<file path="src/rtl/sa_pkg.sv">
// Shared definitions for the bit-serial array feeder: default geometry,
// FSM state encoding and the weight/activation mode constants.
package sa_pkg;

    localparam int DEF_SIZE     = 16;
    localparam int DEF_IN_WIDTH = 16;
    localparam int DEF_RPL      = DEF_IN_WIDTH / 8;
    localparam int DEF_LANES    = DEF_SIZE * 8 / DEF_IN_WIDTH;

    localparam logic MODE_WEIGHT = 1'b0;
    localparam logic MODE_ACT    = 1'b1;

    typedef enum logic [1:0] {
        ST_IDLE = 2'd0,
        ST_RUN  = 2'd1,
        ST_FIN  = 2'd2
    } state_e;

endpackage

</file>
<file path="src/rtl/sa_lane_shifter.sv">
// Parallel-load, MSB-first shift register carrying RPL bytes for one serial lane.
// Load wins over shift; shifting fills with zeros.
module sa_lane_shifter
    import sa_pkg::*;
#(
    parameter int RPL = DEF_RPL
) (
    input  logic             clk,
    input  logic             rst_n,
    input  logic             load_i,
    input  logic             shift_i,
    input  logic [8*RPL-1:0] data_i,
    output logic             msb_o
);

    logic [8*RPL-1:0] sr_q;

    always_ff @(posedge clk or negedge rst_n) begin
        if (!rst_n) begin
            sr_q <= '0;
        end else if (load_i) begin
            sr_q <= data_i;
        end else if (shift_i) begin
            sr_q <= {sr_q[8*RPL-2:0], 1'b0};
        end
    end

    assign msb_o = sr_q[8*RPL-1];

endmodule

</file>
<file path="src/rtl/sa_bitserial_feeder.sv">
// Converts SIZE parallel column vectors into per-lane MSB-first bit streams for
// the systolic array, with a hold + shift buffer for gapless streaming and preload strobes.
module sa_bitserial_feeder
    import sa_pkg::*;
#(
    parameter  int SIZE     = DEF_SIZE,
    parameter  int IN_WIDTH = DEF_IN_WIDTH,
    localparam int RPL      = IN_WIDTH / 8,
    localparam int LANES    = SIZE * 8 / IN_WIDTH
) (
    input  logic              clk,
    input  logic              rst_n,
    input  logic              start,
    input  logic              mode,
    input  logic [8*SIZE-1:0] vec_data,
    input  logic              vec_valid,
    output logic              vec_ready,
    output logic [LANES-1:0]  data_in,
    output logic [LANES-1:0]  en_in,
    output logic              bit_valid,
    output logic              preclk,
    output logic              busy,
    output logic              done
);

    localparam int CW = $clog2(SIZE + 1);
    localparam int BW = $clog2(IN_WIDTH);
    localparam logic [CW-1:0] CNT_SIZE = CW'(SIZE);
    localparam logic [BW-1:0] BIT_LAST = BW'(IN_WIDTH - 1);

    state_e            state_q;
    logic              mode_q;
    logic              busy_q;
    logic              done_q;
    logic              preclk_q, preclk_d;
    logic [8*SIZE-1:0] hold_q, hold_d;
    logic              hold_vld_q, hold_vld_d;
    logic              shift_vld_q, shift_vld_d;
    logic [BW-1:0]     bit_cnt_q, bit_cnt_d;
    logic [CW-1:0]     acc_cnt_q, acc_cnt_d;
    logic [CW-1:0]     emit_cnt_q, emit_cnt_d;

    logic              fire;
    logic              word_end;
    logic              shift_free;
    logic              load_hold;
    logic              load_bypass;
    logic              shift_load;
    logic              clr;
    logic              last_out;
    logic [8*SIZE-1:0] load_data;
    logic [LANES-1:0]  lane_msb;

    assign vec_ready   = busy_q && !hold_vld_q && (acc_cnt_q < CNT_SIZE);
    assign fire        = vec_valid && vec_ready;
    assign word_end    = shift_vld_q && (bit_cnt_q == BIT_LAST);
    assign shift_free  = !shift_vld_q || word_end;
    assign load_hold   = shift_free && hold_vld_q;
    // With nothing queued, a fresh vector skips the hold register so streaming resumes next cycle.
    assign load_bypass = shift_free && !hold_vld_q && fire;
    assign shift_load  = load_hold || load_bypass;
    assign load_data   = hold_vld_q ? hold_q : vec_data;
    assign clr         = (state_q == ST_IDLE) && start;
    assign last_out    = (emit_cnt_q == CNT_SIZE) && !shift_vld_q
                         && ((mode_q == MODE_ACT) || preclk_q);

    always_comb begin
        hold_d     = hold_q;
        hold_vld_d = hold_vld_q;
        if (load_hold) begin
            hold_vld_d = 1'b0;
        end
        if (fire && !load_bypass) begin
            hold_d     = vec_data;
            hold_vld_d = 1'b1;
        end

        shift_vld_d = shift_vld_q;
        if (shift_load) begin
            shift_vld_d = 1'b1;
        end else if (word_end) begin
            shift_vld_d = 1'b0;
        end

        bit_cnt_d = bit_cnt_q;
        if (word_end) begin
            bit_cnt_d = '0;
        end else if (shift_vld_q) begin
            bit_cnt_d = bit_cnt_q + 1'b1;
        end

        acc_cnt_d  = clr ? '0 : acc_cnt_q + CW'(fire);
        emit_cnt_d = clr ? '0 : emit_cnt_q + CW'(word_end);
        preclk_d   = word_end && (mode_q == MODE_WEIGHT);
    end

    always_ff @(posedge clk or negedge rst_n) begin
        if (!rst_n) begin
            hold_q      <= '0;
            hold_vld_q  <= 1'b0;
            shift_vld_q <= 1'b0;
            bit_cnt_q   <= '0;
            acc_cnt_q   <= '0;
            emit_cnt_q  <= '0;
            preclk_q    <= 1'b0;
        end else begin
            hold_q      <= hold_d;
            hold_vld_q  <= hold_vld_d;
            shift_vld_q <= shift_vld_d;
            bit_cnt_q   <= bit_cnt_d;
            acc_cnt_q   <= acc_cnt_d;
            emit_cnt_q  <= emit_cnt_d;
            preclk_q    <= preclk_d;
        end
    end

    always_ff @(posedge clk or negedge rst_n) begin
        if (!rst_n) begin
            state_q <= ST_IDLE;
            mode_q  <= MODE_WEIGHT;
            busy_q  <= 1'b0;
            done_q  <= 1'b0;
        end else begin
            done_q <= 1'b0;
            case (state_q)
                ST_IDLE: begin
                    if (start) begin
                        state_q <= ST_RUN;
                        mode_q  <= mode;
                        busy_q  <= 1'b1;
                    end
                end
                ST_RUN: begin
                    if (last_out) begin
                        state_q <= ST_FIN;
                        busy_q  <= 1'b0;
                        done_q  <= 1'b1;
                    end
                end
                ST_FIN:  state_q <= ST_IDLE;
                default: state_q <= ST_IDLE;
            endcase
        end
    end

    // Lane j owns bytes RPL*j .. RPL*j+RPL-1; the highest byte sits at the MSB and goes out first.
    for (genvar j = 0; j < LANES; j++) begin : g_lane
        sa_lane_shifter #(
            .RPL(RPL)
        ) u_lane (
            .clk    (clk),
            .rst_n  (rst_n),
            .load_i (shift_load),
            .shift_i(shift_vld_q),
            .data_i (load_data[8*RPL*j +: 8*RPL]),
            .msb_o  (lane_msb[j])
        );
    end

    assign data_in   = lane_msb & {LANES{shift_vld_q}};
    assign en_in     = {LANES{shift_vld_q}};
    assign bit_valid = shift_vld_q;
    assign preclk    = preclk_q;
    assign busy      = busy_q;
    assign done      = done_q;

endmodule

</file>
<file path="config.mk">
export PLATFORM = sky130hd
export DESIGN_NAME = sa_bitserial_feeder
export DESIGN_NICKNAME = d
export VERILOG_FILES = /design/src/rtl/sa_pkg.sv /design/src/rtl/sa_lane_shifter.sv /design/src/rtl/sa_bitserial_feeder.sv
export SDC_FILE = /design/constraint.sdc
export NUM_CORES = 1
export LEC_CHECK = 0
export ABC_CLOCK_PERIOD_IN_PS = 3600
export CAP_MARGIN = 10
export CORE_UTILIZATION = 40
export DETAILED_ROUTE_END_ITERATION = 12
export HOLD_SLACK_MARGIN = 0.02
export PLACE_DENSITY_LB_ADDON = 0.15
export SYNTH_ARGS = -nofsm -noshare
export SYNTH_HDL_FRONTEND = slang
export SYNTH_SLANG_ARGS = --single-unit
</file>
<file path="constraint.sdc">
create_clock -name clk -period 3.6 [get_ports clk]
set_input_delay 0.72 -clock clk [delete_from_list [all_inputs] [get_ports clk]]
set_output_delay 0.72 -clock clk [all_outputs]
set_load 0.05 [all_outputs]
</file>
# == Yosys cells after proc, flatten, opt, wreduce, memory -nomap -nowiden ==
# Cells that the tools add are included.
# op_classes
add_sub_neg,3
order_cmp,1
n_eq_ne,5
bitwise_logic,2
mux,33
n_reduce_logical,27
# ops
op,n
16-bit 2-to-1 mux,16
128-bit 2-to-1 mux,1
1-bit logical AND,12
5-bit by 1-bit adder with 5-bit output,2
5-bit 2-to-1 mux,2
2-bit nonzero test,5
8-bit AND,1
1-bit 2-to-1 mux,8
4-bit 2-to-1 mux,2
"5-bit == test, second input constant",1
"5-bit < comparator, second input constant",1
"4-bit by 1-bit adder with 4-bit output, second input constant",1
"4-bit == test, second input constant",1
2-bit 2-to-1 mux,2
"2-bit inequality test, second input constant",2
2-bit one-hot mux with 2 select lines,1
2-bit AND reduction,2
1-bit zero test,3
1-bit logical OR,3
3-bit AND reduction,1
"2-bit by 1-bit == test with 1-bit output, second input constant",1
2-bit zero test,1
1-bit one-hot mux with 2 select lines,1
1-bit inverter,1
# word_totals
out_inout_bits,21
word_cells,90
input_bits,133
reg_bits,278

# == Longest topological paths before layout ==
# logic_depth
depth_word,8
mapped_depth,10
depth_no_buf,8

# == By module ==
# Synthesis repeated with hierarchy kept, for this count alone.
# unflattened
hier_cells,1065
area_unflattened_um2,13873.3
# by_module_without_submodules
mod,seq_area_each_um2,area_per_inst_um2,n_inst,cells_each
sa_bitserial_feeder,3753.6,7937.6,1,513
sa_lane_shifter,400.4,742.0,8,69

# == Worst setup path after synthesis ==
# OpenSTA, ideal clock, no wires.
# synth_timing
path_type,reg-to-output
from,register hold_vld_q
to,output port vec_ready
t_arrival_ns,2.012
path_slack_ns,0.868
required_ns,2.880
path_stages_with_launch,5
cell_sequence,dfrtp_1 > buf_4 > buf_2 > buf_2 > nor3_1
# synth_via
elab_chain_len,3
# synth_lines
item,line_no,source
from (decl),sa_bitserial_feeder.sv:37,"logic hold_vld_q, hold_vld_d;"
from (signal assigned),sa_bitserial_feeder.sv:108,hold_vld_q <= hold_vld_d;
1-bit zero test,sa_bitserial_feeder.sv:54,assign vec_ready = busy_q && !hold_vld_q && (acc_cnt_q < CNT_SIZE);
1-bit logical AND (2 in a row),sa_bitserial_feeder.sv:54,
to (decl),sa_bitserial_feeder.sv:17,"output logic vec_ready,"
# Every way passes these cells.

# == Final worst setup path ==
# layout_timing
from,register shift_vld_q (netlist: bit_valid)
to,output port data_in[0]
# layout_via
elab_chain_len,1
# layout_lines
item,line_no,source
from (decl),sa_bitserial_feeder.sv:38,"logic shift_vld_q, shift_vld_d;"
from (signal assigned),sa_bitserial_feeder.sv:109,shift_vld_q <= shift_vld_d;
8-bit AND,sa_bitserial_feeder.sv:160,assign data_in = lane_msb & {LANES{shift_vld_q}};
to (decl),sa_bitserial_feeder.sv:18,"output logic [LANES-1:0] data_in,"
# Every way passes these cells.

==> results.json <==
{
  "status": "finished clean",
  "syn2layout_area_growth_pct": 21.9,
  "max-cap-violations": 0,
  "cts.htree.levels": 1,
  "start_util_pct": 41.2,
  "clkSlewWorstSetupHoldPaths_ps": 60,
  "cp_slowest_cell": "sky130_fd_sc_hd__clkdlybuf4s50_1",
  "final_hold_fails": 0,
  "cts-hold-fix-buffers": 0,
  "reg2regPathDepth": 4,
  "drt_first_pass_iters": 5,
  "drt-initial-drc-count": 668,
  "synth_sequential_area_ratio_pct": 53.0,
  "grt_setup_unrepaired": "false",
  "cells_along_the_critical_path": "and2_1 > clkdlybuf4s50_1",
  "cts_setup_buffers": 0,
  "worstPathMaxFanout": 51,
  "post-synth-top-area-cell": "sky130_fd_sc_hd__dfrtp_1",
  "timing_max_transition_violations_final": 0,
  "ys_seq_elements": 278,
  "synthesis.yosys.warnings": 0,
  "tightestPinTransition_ps": 1040,
  "dr_wl_met3_mm": 1.40,
  "critical_path_buf_inv_count": 1,
  "pleak_uw": 0.00669,
  "leading_post_synthesis_cells_by_instance_count": "sky130_fd_sc_hd__dfrtp_1, sky130_fd_sc_hd__mux2i_1, sky130_fd_sc_hd__a221o_1, sky130_fd_sc_hd__a221oi_1, sky130_fd_sc_hd__mux2_1",
  "antenna_found_initial": 1,
  "reg2reg_launch_point": "hold_vld_q",
  "synthesized_area_per_cell_um2": 13.3,
  "drt_wl_total_mm": 31.0,
  "grt_pass1_vias": 9356,
  "synth-main-ff-cell": "sky130_fd_sc_hd__dfrtp_1",
  "critical_path_depth": 2,
  "worst_setup_endpoint": "data_in[0]",
  "cts-root-buf": "sky130_fd_sc_hd__clkbuf_16",
  "post-route-min-period_ps": 3180,
  "die_width_um": 183,
  "floorplan.die_area_um2": 33500,
  "wl_per_cell_um": 20.2,
  "place_inst": 1477,
  "floorplan.io_pins": 154,
  "crit_path_start": "bit_valid",
  "timing.critical_path.from_type": "flip-flop",
  "worst_relative_slew_slack_pct": 30.6,
  "synth_nets": 1122,
  "ys_top_cells_by_area": "sky130_fd_sc_hd__dfrtp_1, sky130_fd_sc_hd__mux2i_1, sky130_fd_sc_hd__mux2_1",
  "area_fraction_of_the_dominant_cell_type_after_synthesis_pct": 53.0,
  "clockBufferDepth": 3,
  "timing.critical_path.arrival_ps": 2460,
  "cts.sinks": 278,
  "critical_path.endpoint_type": "output pin",
  "achievable_clock_frequency_mhz": 315,
  "numCtsBuffers": 31,
  "peakVddDrop_mv": 0.336,
  "chipHeight_um": 183,
  "clock_latency_at_the_later_pin_of_the_worst_skew_pair_ps": 550,
  "routed_length_on_met1_mm": 14.3,
  "grt_use_total_pct": 18.9,
  "globalplace.congestion": 0.723,
  "timing.hold.worst.class": "input port to async pin",
  "synth_enable_flop_cells": 0,
  "largest_delay_contributor_family_on_the_critical_path": "buffers and inverters",
  "worst_ep_required_time_ps": 2880,
  "drc": 0,
  "grt_start_max_net_pins": 105,
  "routed_via_density": 5.89,
  "path_class": "flip-flop to output pin",
  "drive_gt1_share_pct": 9.37,
  "wire_length_on_met2_mm": 14.8,
  "routed.top_layer": "met4",
  "worst_path_largest_cell_delay_ps": 820,
  "number_of_nets_with_antenna_violations_after_detailed_routing": 0,
  "synth.most_common_cell": "sky130_fd_sc_hd__dfrtp_1",
  "synth_cell_type_count": 39,
  "buffer_ports.inserted": 153,
  "timing.setup.tns_ps": 0,
  "r2r_setup_slack_ps": 1080,
  "period_share_pct": 88.3,
  "postSynthCellCount": 984,
  "final-setup-viol-count": 0,
  "core_region_area_um2": 31900,
  "grt_pass1_wl_mm": 51.0,
  "r2r_end": "g_lane[1].u_lane.sr_q[13]",
  "cts_tree": "done",
  "final-instance-count-excl-fill": 1535,
  "routed-via-count": 9044,
  "async_reset_ff_share_pct": 100,
  "globalRouteOverflowTotal": 0,
  "fin_worst_skew_ps": 13.5,
  "hpwlAfterDp_mm": 17.8,
  "final_nets": 1213,
  "synth.cell_area_um2": 13100,
  "post_cts_resized": 0,
  "power_density_nw_per_um2": 501,
  "rows": 65
}
-- registers in the layout (all words and copies together) (netlist names) --
signal,cells
done,1
state_q,2
mode_q,1
g_lane.u_lane.sr_q,128
bit_cnt_q,4
acc_cnt_q,5
emit_cnt_q,5
bit_valid,1
hold_q,128
busy,1
hold_vld_q,1
preclk,1
-- where the power goes --
group / leakage [uW] / internal, uW / switching (uW) / total [uW]
Clock: 0.000525 / 1970 / 1250 / 3220
Sequential: 0.00330 / 3540 / 231 / 3770
Combinational: 0.00286 / 574 / 453 / 1030
-- worst register-to-register path, delay by kind of cell (launching register included) --
family | cells | cell delay [ps]
flip-flops | 1 | 720
multiplexers | 1 | 430
AO/OA/AOI/OAI | 2 | 390
buffers and inverters | 1 | 860
-- cells in the final DEF (no fill, tap or decap), types with 2 or more instances in the layout --
cell                                n
sky130_fd_sc_hd__dfrtp_1          276
sky130_fd_sc_hd__clkdlybuf4s50_1  151
sky130_fd_sc_hd__mux2i_1          129
sky130_fd_sc_hd__a221oi_1         120
sky130_fd_sc_hd__a221o_1          120
sky130_fd_sc_hd__mux2_1           110
sky130_fd_sc_hd__clkbuf_16         31
sky130_fd_sc_hd__buf_4             18
sky130_fd_sc_hd__nor2_1            10
sky130_fd_sc_hd__inv_1             10
sky130_fd_sc_hd__mux2_4            10
sky130_fd_sc_hd__mux2_2             9
sky130_fd_sc_hd__clkbuf_8           9
sky130_fd_sc_hd__and2_1             8
sky130_fd_sc_hd__o32ai_1            8
sky130_fd_sc_hd__clkbuf_1           7
sky130_fd_sc_hd__clkinv_2           7
sky130_fd_sc_hd__buf_12             7
sky130_fd_sc_hd__nand3_1            5
sky130_fd_sc_hd__nand2_1            5
sky130_fd_sc_hd__ha_1               5
sky130_fd_sc_hd__xor2_1             4
sky130_fd_sc_hd__nor2b_1            4
sky130_fd_sc_hd__xnor2_1            3
sky130_fd_sc_hd__nor3_1             3
sky130_fd_sc_hd__bufinv_16          3
sky130_fd_sc_hd__nand2b_1           2
sky130_fd_sc_hd__nor4_1             2
sky130_fd_sc_hd__nand4_1            2
sky130_fd_sc_hd__o21bai_1           2
sky130_fd_sc_hd__a21oi_1            2
sky130_fd_sc_hd__o21ai_0            2
sky130_fd_sc_hd__dfrtp_4            2
-- layout make-up --
type	count	area, um2
Clock buffer	47	926
Inverter	11	43.8
Clock inverter	10	125
Fill cell	2839	15900
Antenna cell	1	2.50
Timing Repair Buffer	177	1800
Multi-Input combinational cell	576	5590
Sequential cell	278	6960
Tap cell	435	544
-- routing by layer --
metal  up-vias  track usage [%]
met5         -                0
met4         0             4.63
met3        45             3.00
met2       212             30.7
met1      4665             26.4
li1       4122                -
-- cells by family after synthesis --
| kind of cell | after synthesis | synth area share (%) |
|---|---|---|
| AO/OA/AOI/OAI | 257 | 18.1 |
| flip-flops | 278 | 53.0 |
| XOR/XNOR | 7 | 0.467 |
| multiplexers | 258 | 21.2 |
| adder cells (fa/ha/maj) | 5 | 0.477 |
| buffers and inverters | 130 | 4.68 |
| AND/OR/NAND/NOR | 49 | 2.06 |
-- metrics by stage --
stage / power, uW / worst slack [ps] / hold slack [ps] / cell area [um2] / utilization, %
after global placement: 4840 / 856 / 468 / 14900 / 46.9
after detailed placement: 4860 / 840 / 470 / 14900 / 46.9
final: 8020 / 421 / 220 / 16000 / 50.2
after floorplan: 4410 / 868 / 424 / 13100 / -
after global routing: 8410 / 327 / 289 / 16000 / 50.2
after CTS: 8140 / 364 / 257 / 16000 / 50.2
-- worst min path at each step --
| stage | start | endpoint | slack [ps] | depth (start not counted) |
|---|---|---|---|---|
| 5_1_grt | rst_n | hold_q[21] | 290 | 1 |
| 4_1_cts | rst_n | hold_q[21] | 260 | 1 |
| 3_5_place_dp | mode_q | preclk | 470 | 1 |
| 3_3_place_gp | mode_q | preclk | 470 | 1 |
| 2_1_floorplan | rst_n | acc_cnt_q[0] | 420 | 0 |
| 6_report | rst_n | hold_q[21] | 220 | 1 |
Note: power is estimated with default switching activity, not from simulation.
